===== src/rtl/cache_arbiter_n.sv =====
// N-channel arbiter between L1 requestors and a single L2 port.
// The grant is registered, and a SETTLE cycle separates each grant change from the first L2 strobe.
module cache_arbiter_n #(
   parameter int NUM_CH  = 2,
   parameter int ADDR_W  = 16,
   parameter int DATA_W  = 128,
   parameter int RR_MODE = 1
) (
   input  logic                     clk,
   input  logic                     rst_n,
   input  logic [NUM_CH*ADDR_W-1:0] ch_address_in,
   input  logic [NUM_CH*DATA_W-1:0] ch_wdata_in,
   input  logic [NUM_CH-1:0]        ch_read_in,
   input  logic [NUM_CH-1:0]        ch_write_in,
   output logic [NUM_CH-1:0]        ch_resp_out,
   output logic [DATA_W-1:0]        ch_rdata_out,
   output logic [ADDR_W-1:0]        s_address_out,
   output logic [DATA_W-1:0]        s_wdata_out,
   output logic                     s_read_out,
   output logic                     s_write_out,
   input  logic [DATA_W-1:0]        s_rdata_in,
   input  logic                     s_resp_in,
   output logic [NUM_CH-1:0]        grant_out,
   output logic                     busy_out,
   output logic [1:0]               state_out
);

   localparam int IDX_W = (NUM_CH > 1) ? $clog2(NUM_CH) : 1;

   typedef enum logic [1:0] {
      ST_IDLE   = 2'd0,
      ST_SETTLE = 2'd1,
      ST_ACTIVE = 2'd2
   } state_t;

   state_t             r_state;
   logic [NUM_CH-1:0]  r_grant;
   logic [IDX_W-1:0]   r_gidx;
   logic [IDX_W-1:0]   r_last;

   logic [NUM_CH-1:0]  w_req;
   logic               w_any;
   logic [IDX_W-1:0]   w_cand;
   logic [IDX_W-1:0]   w_win;
   logic [NUM_CH-1:0]  w_win_oh;
   logic [ADDR_W-1:0]  w_sel_addr;
   logic [DATA_W-1:0]  w_sel_wdata;

   // Both searches scan from lowest to highest priority so the last hit is the winner.
   // Round-robin starts after r_last with an explicit modulo, so non-power-of-two counts wrap correctly.
   always_comb begin
      w_req    = ch_read_in | ch_write_in;
      w_any    = |w_req;
      w_cand   = '0;
      w_win    = '0;
      w_win_oh = '0;
      if (RR_MODE != 0) begin
         for (int k = NUM_CH; k >= 1; k--) begin
            w_cand = IDX_W'((int'(r_last) + k) % NUM_CH);
            if (w_req[w_cand]) w_win = w_cand;
         end
      end else begin
         for (int i = NUM_CH - 1; i >= 0; i--) begin
            w_cand = IDX_W'(i);
            if (w_req[w_cand]) w_win = w_cand;
         end
      end
      w_win_oh[w_win] = 1'b1;
   end

   assign w_sel_addr  = ch_address_in[int'(r_gidx)*ADDR_W +: ADDR_W];
   assign w_sel_wdata = ch_wdata_in[int'(r_gidx)*DATA_W +: DATA_W];

   always_ff @(posedge clk or negedge rst_n) begin
      if (!rst_n) begin
         r_state <= ST_IDLE;
         r_grant <= '0;
         r_gidx  <= '0;
         r_last  <= IDX_W'(NUM_CH - 1);
      end else begin
         case (r_state)
            ST_IDLE: begin
               if (w_any) begin
                  r_grant <= w_win_oh;
                  r_gidx  <= w_win;
                  r_state <= ST_SETTLE;
               end
            end
            ST_SETTLE: r_state <= ST_ACTIVE;
            ST_ACTIVE: begin
               if (s_resp_in) begin
                  r_grant <= '0;
                  r_last  <= r_gidx;
                  r_state <= ST_IDLE;
               end
            end
            default: begin
               r_grant <= '0;
               r_state <= ST_IDLE;
            end
         endcase
      end
   end

   // Address and data are presented during SETTLE, while strobes wait for ACTIVE.
   assign s_address_out = (r_state == ST_IDLE) ? '0 : w_sel_addr;
   assign s_wdata_out   = (r_state == ST_IDLE) ? '0 : w_sel_wdata;
   assign s_read_out    = (r_state == ST_ACTIVE) & ch_read_in[r_gidx];
   assign s_write_out   = (r_state == ST_ACTIVE) & ch_write_in[r_gidx];
   assign ch_resp_out   = (r_state == ST_ACTIVE) ? (r_grant & {NUM_CH{s_resp_in}}) : '0;
   assign ch_rdata_out  = s_rdata_in;
   assign grant_out     = r_grant;
   assign busy_out      = (r_state != ST_IDLE);
   assign state_out     = r_state;

endmodule


===== config.mk =====
export PLATFORM = sky130hd
export DESIGN_NAME = cache_arbiter_n
export DESIGN_NICKNAME = d
export VERILOG_FILES = /design/src/rtl/cache_arbiter_n.sv
export SDC_FILE = /design/constraint.sdc
export NUM_CORES = 1
export LEC_CHECK = 0
export CORE_AREA = 2 2 277 279
export CTS_CLUSTER_DIAMETER = 100
export DETAILED_ROUTE_END_ITERATION = 8
export DIE_AREA = 0 0 279 281
export SYNTH_ARGS = -nofsm -noshare
export SYNTH_HDL_FRONTEND = slang
export SYNTH_SLANG_ARGS = --single-unit

===== constraint.sdc =====
create_clock -name clk -period 1.2 [get_ports clk]
set_clock_uncertainty 0.1 [all_clocks]
set_input_delay 0.18 -clock clk [delete_from_list [all_inputs] [get_ports clk]]
set_output_delay 0.18 -clock clk [all_outputs]
set_load 0.05 [all_outputs]

# After elaboration in Yosys (flattened, before gate mapping)
# Index checks and enable logic that the tools add are counted.
dict set report word_totals {
  register_bits 6
  in_bits 423
  out_inout_bits 281
  word_cells 50
}
dict set report classes {
  addsub 2
  n_lt_le_gt_ge 5
  n_eq_ne 4
  n_shift 2
  n_mux 20
  n_bitwise 5
  reduce_logical 8
}
# cell count
set op_table {}
lappend op_table {{256-bit by 9-bit indexed part select with 128-bit output} 1}
lappend op_table {{128-bit 2-to-1 mux} 1}
lappend op_table {{32-bit by 6-bit indexed part select with 16-bit output} 1}
lappend op_table {{16-bit 2-to-1 mux} 1}
lappend op_table {{2-bit case mux with 3 select lines} 2}
lappend op_table {{1-bit 2-to-1 mux} 11}
lappend op_table {{1-bit by 2-bit < comparator with 1-bit output (second input constant)} 4}
lappend op_table {{2-bit 2-to-1 mux} 4}
lappend op_table {{2-bit AND reduction} 3}
lappend op_table {{2-bit inequality test (second input constant)} 2}
lappend op_table {{3-bit AND reduction} 1}
lappend op_table {{1-bit adder (second input constant)} 2}
lappend op_table {{1-bit bitwise AND} 2}
lappend op_table {{2-bit bitwise AND} 1}
lappend op_table {{2-bit by 1-bit equality test with 1-bit output (second input constant)} 1}
lappend op_table {{2-bit equality test (second input constant)} 1}
lappend op_table {{2-bit logical NOT} 1}
lappend op_table {{2-bit OR} 1}
lappend op_table {{2-bit nonzero test} 1}
lappend op_table {{2-bit OR reduction} 1}
lappend op_table {{1-bit demux with 1-bit select} 1}
lappend op_table {{1-bit greater-or-equal comparator (second input constant)} 1}
lappend op_table {{1-bit logical AND} 1}
lappend op_table {{1-bit NOT} 1}

# Longest topological paths before layout
# Gate-level depths: netlist (run 1).
dict set report logic_depth {
  word_depth 11
  mapped_depth 5
  depth_no_buf 4
}

# Least setup slack after synthesis (run 1)
# OpenSTA, ideal clock, no wires.
dict set report synth_path {
  kind {register to output}
  from {register r_state[1], in the netlist state_out[1]}
  to {output s_wdata_out[100]}
  arrival_time_ns 1.855
  t_required_ns 0.920
  setup_slack_ns -0.935
  path_stages_with_launch 5
  path_cell_list {dfrtp_1 nor2_4 buf_2 buf_2 nor2_1}
}
dict set report synth_via {
  elab_chain_cells 2
}
# item line_no
set synth_lines {}
lappend synth_lines {{start, declared} 36} ;# state_t r_state;
lappend synth_lines {{start signal, assigned} 76} ;# r_state <= ST_IDLE;
lappend synth_lines {{start signal, assigned} 86} ;# r_state <= ST_SETTLE;
lappend synth_lines {{start signal, assigned} 89} ;# ST_SETTLE: r_state <= ST_ACTIVE;
lappend synth_lines {{2-bit logical NOT} 107} ;# assign s_wdata_out = (r_state == ST_IDLE) ? '0 : w_sel_wdata;
lappend synth_lines {{128-bit 2-to-1 mux} 107}
lappend synth_lines {{end, declared} 18} ;# output logic [DATA_W-1:0] s_wdata_out,
# Every way passes these cells.

# Worst setup path after layout (run 1)
dict set report layout_path {
  from {register r_gidx}
  to {output s_wdata_out[64]}
}
dict set report layout_via {
  elab_chain_cells 2
}
# item line_no
set layout_lines {}
lappend layout_lines {{start, declared} 38} ;# logic [IDX_W-1:0] r_gidx;
lappend layout_lines {{start signal, assigned} 85} ;# r_gidx <= w_win;
lappend layout_lines {{256-bit by 9-bit indexed part select with 128-bit output} 72} ;# assign w_sel_wdata = ch_wdata_in[int'(r_gidx)*DATA_W +: DATA_W];
lappend layout_lines {{128-bit 2-to-1 mux} 107}
# Every way passes these cells.

==> results of run 1 <==
-- routing by layer --
layer  share of wire  global-route usage  up-vias
li1                -                   -     2224
met5          0.0060              0.0100        -
met1            0.36              0.0690     2139
met2            0.46               0.115      453
met3            0.12              0.0303       94
met4           0.051              0.0347       14
-- worst max-delay path by stage --
stage	startpoint	end	slack (ns)
after CTS	r_gidx	s_wdata_out[72]	-0.83
final	r_gidx	s_wdata_out[64]	-0.85
after global placement	r_gidx	s_wdata_out[61]	-0.70
after detailed placement	r_gidx	s_wdata_out[61]	-0.73
after global routing	r_gidx	s_wdata_out[62]	-0.87
after floorplan	state_out[0]	s_wdata_out[117]	-0.54
-- stage by stage --
stage / power [mW] / hold slack [ns] / util / std cells
2_1_floorplan: 18.8 / -0.216 / - / 479
3_3_place_gp: 30.9 / 0.260 / 0.138 / 1809
3_5_place_dp: 31.1 / 0.260 / 0.138 / 1809
4_1_cts: 34.4 / 0.103 / 0.151 / 1821
5_1_grt: 37.2 / 0.112 / 0.157 / 1841
6_report: 35.7 / 0.0959 / 0.157 / 1841
-- state kept, by name, indices dropped and copies added (netlist names) --
signal     count
grant_out      2
r_gidx         1
r_last         1
state_out      2
-- area by class of cell --
| class | count | area, sq um | area share |
|---|---|---|---|
| Antenna cell | 7 | 17.5 | 0.00148 |
| Inverter | 2 | 15.0 | 0.00127 |
| Clock buffer | 4 | 78.8 | 0.00666 |
| Sequential cell | 6 | 158 | 0.0133 |
| Multi-Input combinational cell | 311 | 3790 | 0.321 |
| Timing Repair Buffer | 533 | 6550 | 0.553 |
| Tap cell | 978 | 1220 | 0.103 |
-- power groups by stage --
stage / clock network, mW / registers (mW) / logic, mW
after floorplan: 0 / 0.628 / 18.2
after global placement: 0 / 0.433 / 30.5
after detailed placement: 0 / 0.436 / 30.6
after CTS: 0.566 / 0.442 / 33.4
after global routing: 0.588 / 0.467 / 36.1
final: 0.559 / 0.454 / 34.7
-- kinds of logic (layout without fill, tap and decap cells) --
group	Yosys count	in the layout
buffers and inverters	162	539
and+or+nand+nor	155	155
other	0	7
DFF	6	6
muxes	148	148
AOI/OAI and AO/OA	8	8
-- synth_stat cells (2+ instances only) --
master	number	share of area
buf_4	140	0.30
o21ai_0	4	0.0058
buf_1	4	0.0043
nor2_1	148	0.16
and3_1	2	0.0036
clkbuf_1	4	0.0043
mux2_2	2	0.0065
o221ai_1	2	0.0051
mux2i_1	146	0.42
dfrtp_1	5	0.036
buf_2	11	0.016
-- cell usage in the layout, fill, tap and decap left out, types with 2 or more instances in the layout --
cell type,netlist,layout
buf_8,0,8
buf_6,1,37
clkbuf_16,0,4
mux2i_1,146,47
nor2_4,1,101
mux2_2,2,2
dfrtp_1,5,2
and3_4,0,2
mux2i_4,0,41
o221ai_2,0,2
o21ai_2,0,2
dfrtp_2,0,2
o21ai_0,4,2
nor2_2,0,48
buf_4,140,69
diode_2,0,7
buf_12,0,118
clkdlybuf4s50_1,0,294
buf_16,0,6
mux2i_2,0,58
-- repair_timing --
action                     CTS  global route
gates resized for setup    166            66
buffers inserted             5            12
gates cloned                 3             2
pin swaps                    2             6
setup endpoints to repair  156           157
==> metrics.md, run 1 <==
| Metric | Value |
|---|---|
| Status | complete, but fails checks |
| Failing checks | setup timing |
| Place WS | -0.727 ns |
| DP Wirelength | about 24,000 um |
| HP Class | in2async |
| Crit. path cell count | 6 |
| Detailed Route WL | approximately 30,000 um |
| Vias in the first global route | between 5,000 and 6,000 |
| Remaining DRCs | 0 |
| Setup TNS | -109.93 ns |
| Maximum clock frequency | about 490 MHz |
| Sequence of cells on the critical path | buf_16 -> buf_4 -> mux2i_2 -> buf_4 -> nor2_4 -> buf_12 |
| Number of buffers on the longest clock path | 2 |
| Ys async rst share | 1.00 |
| Avg Inst Size Synth | 7.20 sq um |
| Clk sink count | 6 |
| Largest delay share family, worst path | buffers and inverters |
| Critical Path Source Type | register |
| Routability Congestion | ~0.73 |
| DR iter-0 viols | between 50 and 60 |
| Final setup violation count | approximately 160 |
| Htree depth | 1 |
| Area share of and/or/nand/nor cells after synthesis | 0.176 |
| Core ar. | around 75,000 sq um |
| Synth Area in Adders | 0 |
| Bufs and invs on worst path | 4 |
| Largest net degree at the start of global routing | 27 |
| Final WS setup | -0.851 ns |
| Rel. slew slack | 0.705 |
| R2R cell count | 7 |
| Synth Register Bits | 6 |
| Worst Tran Pin Value | roughly 0.44 ns |
| Die X | between 200 and 300 um |
| Max-Cap Viols | 0 |
| PD cells | around 3000 nW/um^2 |
| CP Class | reg2out |
| R2R setup slack | -0.55 ns |
| Initial antenna violation count | 15 |
| Area growth from synthesis to layout | 243% |
| Insertion delay to the later sink of the worst-skew pair | approximately 0.23 ns |
| Vias per cell | roughly 2.7 |
| WP data arrival | 1.77 ns |
| Clock transition at the registers of the reported paths | approximately 0.03 ns |
| RR Startpoint | state_out[1] |
| DP Area | 10,400 sq um |
| Cts bufs inserted | 3 |
| Int Power | about 17 mW |
| Post-synth EDFFs | 0 |
| Crit path max-delay cell type | dfrtp_4 |
| Max IR drop VDD | between 1.5 and 2 mV |
| Synth Cell Area | ~3500 sq um |
| Final Hold Viols | 0 |
| Netlist cell types | 22 |
| Clk pwr share | 0.016 |
| Mux share of post-synthesis cell area | 0.430 |
| Routed Antenna Nets | 0 |
| Fillers | 8,291 |
| DR vias | just under 5,000 |
| P_sw | around 19 mW |
| Fin area | roughly 12,000 sq um |
| Sw Ratio | 0.533 |
| Primary FF master, synth | dfrtp_1 |
| Largest stage delay, worst path | roughly 0.5 ns |
| CTS tree | built |
| RSZ-0062 raised after global routing | yes |
| CP endpoint kind | primary output |
| CP most frequent cell | buf_4 |
| Die area | slightly below 80,000 sq um |
| Total GRT Usage | 0.0673 |
| Std-Cell Rows | a little over 100 |
| I/O Buffers | 447 |
| R2r endpoint | grant_out[0] |
| Post-Syn Instances | 479 |
| I/O Pins | 704 |
| Die height | 281 um |
| Largest family of logic cells by synthesized area | multiplexers |
| Combinational share of power | 0.972 |
| Share of layout cells above drive strength 1 | 0.591 |
| Synthesized Nets | 902 |
| Yosys warns | 0 |
| Fin crit share | 1.71 |
| Crit path max fanout | 26 |
| Seq pwr share | 0.013 |
| Hold_buf cts | 0 |
| Global-route wire length before repair | around 38,000 um |
| Slew Limit Fails | 0 |
| Min Tclk post-route | ~2.1 ns |
| Synth Area in XOR/XNOR | 0 |
| Starting density of the core | 0.0457 |
| Total gr overflow | 0 |
| Synth Area in Compound Gates | 0.0152 |
| Router iterations before antenna repair | 3 |
| CTS root buf | clkbuf_16 |
| Register area share after synthesis | 0.0439 |
| WP data required | roughly 0.92 ns |
| Final #Nets | 1,280 |
| Drt wl/cell | roughly 16 um |
| Pleak | around 4.2 nW |
Power figures use the tool's default switching activity.
==> run 2: changes to the inputs <==
--- a/config.mk
+++ b/config.mk
@@ -5,6 +5,7 @@
 export SDC_FILE = /design/constraint.sdc
 export NUM_CORES = 1
 export LEC_CHECK = 0
+export CAP_MARGIN = 25
 export CORE_AREA = 2 2 277 279
 export CTS_CLUSTER_DIAMETER = 100
 export DETAILED_ROUTE_END_ITERATION = 8
==> results of run 2 <==
No change in the layout: final DEF, timing and power equal those of run 1.
==> run 3: changes to the inputs <==
--- a/config.mk
+++ b/config.mk
@@ -6,10 +6,14 @@
 export NUM_CORES = 1
 export LEC_CHECK = 0
 export CAP_MARGIN = 25
-export CORE_AREA = 2 2 277 279
+export CELL_PAD_IN_SITES_DETAIL_PLACEMENT = 0
+export CELL_PAD_IN_SITES_GLOBAL_PLACEMENT = 2
+export CORE_AREA = 2 2 276 278
 export CTS_CLUSTER_DIAMETER = 100
 export DETAILED_ROUTE_END_ITERATION = 8
-export DIE_AREA = 0 0 279 281
+export DIE_AREA = 0 0 278 280
+export PLACE_DENSITY_LB_ADDON = 0.1
 export SYNTH_ARGS = -nofsm -noshare
 export SYNTH_HDL_FRONTEND = slang
 export SYNTH_SLANG_ARGS = --single-unit
+export TNS_END_PERCENT = 100
==> constraint.sdc (replaced) <==
create_clock -name clk -period 1.65 [get_ports clk]
set_clock_uncertainty 0.1 [all_clocks]
set_input_delay 0.2475 -clock clk [delete_from_list [all_inputs] [get_ports clk]]
set_output_delay 0.2475 -clock clk [all_outputs]
set_load 0.05 [all_outputs]
==> run 3 against run 2 <==
  * The run still ends with setup timing left
  * Sequential power decreased by 20%
  * Via count is 5.9% lower
  * Utilization is 0.68 points lower
  * Global-route usage up 0.39 points
  * Register-to-register slack better by 0.57 ns
  * Setup slack better by 0.55 ns
  * First-iteration DRC count rose by 25%
  * Cell count is 1.6% lower
  * Routed wire length up 2.7%
  * Design area fell by 4.7%
  * Hold slack better by 0.087 ns
  * Sequential share of layout area rose by 0.065 points
  * Critical endpoint is now s_wdata_out[29]
  * Largest cell class unchanged
  * Largest power group unchanged
  * Highest routed layer unchanged
==> metrics.md, run 3 (synthesized netlist as in run 1, its figures left out) <==
| Metric | Value |
|---|---|
| CTS root buf | clkbuf_16 |
| I/O Pins | ~700 |
| Status | complete, but fails checks |
| CP endpoint kind | primary output |
| Hold_buf cts | 0 |
| RSZ-0062 raised after global routing | yes |
| Global-route wire length before repair | roughly 40,000 um |
| Largest net degree at the start of global routing | 23 |
| Std-Cell Rows | 101 |
| Die X | 278 um |
| Fin crit share | 1.18 |
| Total GRT Usage | 0.0712 |
| R2r endpoint | grant_out[0] |
| Drt wl/cell | between 15 and 20 um |
| RR Startpoint | state_out[1] |
| Routability Congestion | approximately 0.67 |
| Clock transition at the registers of the reported paths | approximately 0.030 ns |
| Commonest non-fill, non-tap cells in the layout | clkdlybuf4s50_1, buf_12, nor2_2 |
| Number of buffers on the longest clock path | 2 |
| R2R cell count | 7 |
| Initial antenna violation count | 1 |
| Die height | around 280 um |
| Max IR drop VDD | ~0.69 mV |
| Antenna Cells | 0 |
| Fillers | ~8,400 |
| Cts bufs inserted | 3 |
| Router iterations before antenna repair | 3 |
| Starting density of the core | 0.0459 |
| Worst Tran Pin Value | roughly 0.47 ns |
| I/O Buffers | 447 |
| Routed Antenna Nets | 0 |
| WP data arrival | 1.61 ns |
| Power Total | around 25 mW |
| DR iter-0 viols | 74 |
| Share of layout cells above drive strength 1 | 0.543 |
| Area growth from synthesis to layout | 227% |
| CP startpoint | r_gidx |
| Final setup violation count | roughly 150 |
| CTS tree | built |
| Critical Path Source Type | register |
| Htree depth | 1 |
| Max-Cap Viols | 0 |
| Final WS setup | -0.304 ns |
| Vias per cell | 2.56 |
| Min Tclk post-route | around 2.0 ns |
| Crit path to | s_wdata_out[29] |
| CP Class | reg2out |
| Final #Nets | 1,257 |
| Total gr overflow | 0 |
| Failing checks | setup timing |
| DP Wirelength | approximately 26,000 um |
| Slew Limit Fails | 0 |
| DR vias | around 4,600 |
| Final Hold Viols | 0 |
| Remaining DRCs | 0 |
| Place WS | -0.133 ns |
| Core ar. | 75,200 sq um |
| Insertion delay to the later sink of the worst-skew pair | 0.23 ns |
| Rel. slew slack | 0.684 |
| R2R setup slack | 0.02 ns |
| PD cells | between 2000 and 2500 nW/um^2 |
| Util after Layout | 0.150 |
| Maximum clock frequency | 512 MHz |
| Pleak | ~4.1 nW |
| Commonest non-fill, non-tap cell in the layout | clkdlybuf4s50_1 |
| Die area | 77,800 sq um |
| Vias in the first global route | between 5,000 and 6,000 |
| Crit path max fanout | 16 |
| Clk sink count | 6 |
| HP Class | in2async |
| Detailed Route WL | between 30,000 and 40,000 um |
| WP data required | approximately 1.3 ns |
-- run 3: changes by cell type in the layout (fill, tap and decap cells not counted), moves of 4 or more --
cell	change
mux2i_1	+24
buf_12	+9
mux2i_2	-5
buf_6	-4
diode_2	-7
clkbuf_16	+4
mux2i_4	-19
nor2_4	-49
buf_4	-31
nor2_2	+47
-- run 3: where the power goes --
part	switching [mW]	internal (mW)	total, mW
Clock	0.0809	0.320	0.401
Sequential	0.122	0.243	0.365
Combinational	13.2	11.4	24.5
-- run 3: routing by layer --
layer	up-vias	share of wire	track usage
met2	299	0.55	0.137
li1	2171	-	-
met1	2119	0.32	0.0670
met3	43	0.11	0.0366
met5	-	0.00040	0
met4	2	0.017	0.0136
-- run 3: worst min-delay path by stage --
stage / depth (start not counted) / endpoint / slack [ns]
after floorplan: 0 / grant_out[0] / -0.15
after global placement: 0 / ch_rdata_out[112] / 0.40
after CTS: 1 / grant_out[0] / 0.19
after global routing: 1 / grant_out[0] / 0.21
final: 1 / grant_out[0] / 0.18
after detailed placement: 0 / ch_rdata_out[112] / 0.40
-- run 3: area by class of cell --
| cell class | instances | area (sq um) | share of cell area |
|---|---|---|---|
| timing repair buffer | 510 | 6560 | 0.581 |
| multi-input combinational | 311 | 3260 | 0.289 |
| tap | 978 | 1220 | 0.108 |
| sequential | 6 | 158 | 0.0140 |
| clock buffer | 4 | 78.8 | 0.00698 |
| inverter | 2 | 15.0 | 0.00133 |
-- run 3: worst max-delay path: stages, from the launching register on --
cell,delay [ns]
dfrtp_4,0.43
buf_12,0.18
buf_16,0.21
mux2i_2,0.29
nor2_4,0.05
buf_12,0.15
-- run 3: metrics by stage --
| step | hold slack [ns] | area [sq um] | cells | TNS (ns) |
|---|---|---|---|---|
| after floorplan | -0.148 | 4050 | 479 | -17.65 |
| after global placement | 0.395 | 10200 | 1785 | -4.97 |
| after detailed placement | 0.395 | 10200 | 1785 | -6.12 |
| after CTS | 0.192 | 10700 | 1796 | -39.80 |
| after global routing | 0.206 | 11300 | 1811 | -44.40 |
| final | 0.183 | 11300 | 1811 | -34.56 |
-- run 3: repair_timing --
item / 4_1_cts / 5_1_grt
resized for setup: 92 / 75
setup endpoints to repair: 149 / 149
gates cloned: 1 / 5
buffers inserted: 6 / 10
pin swaps: 0 / 2
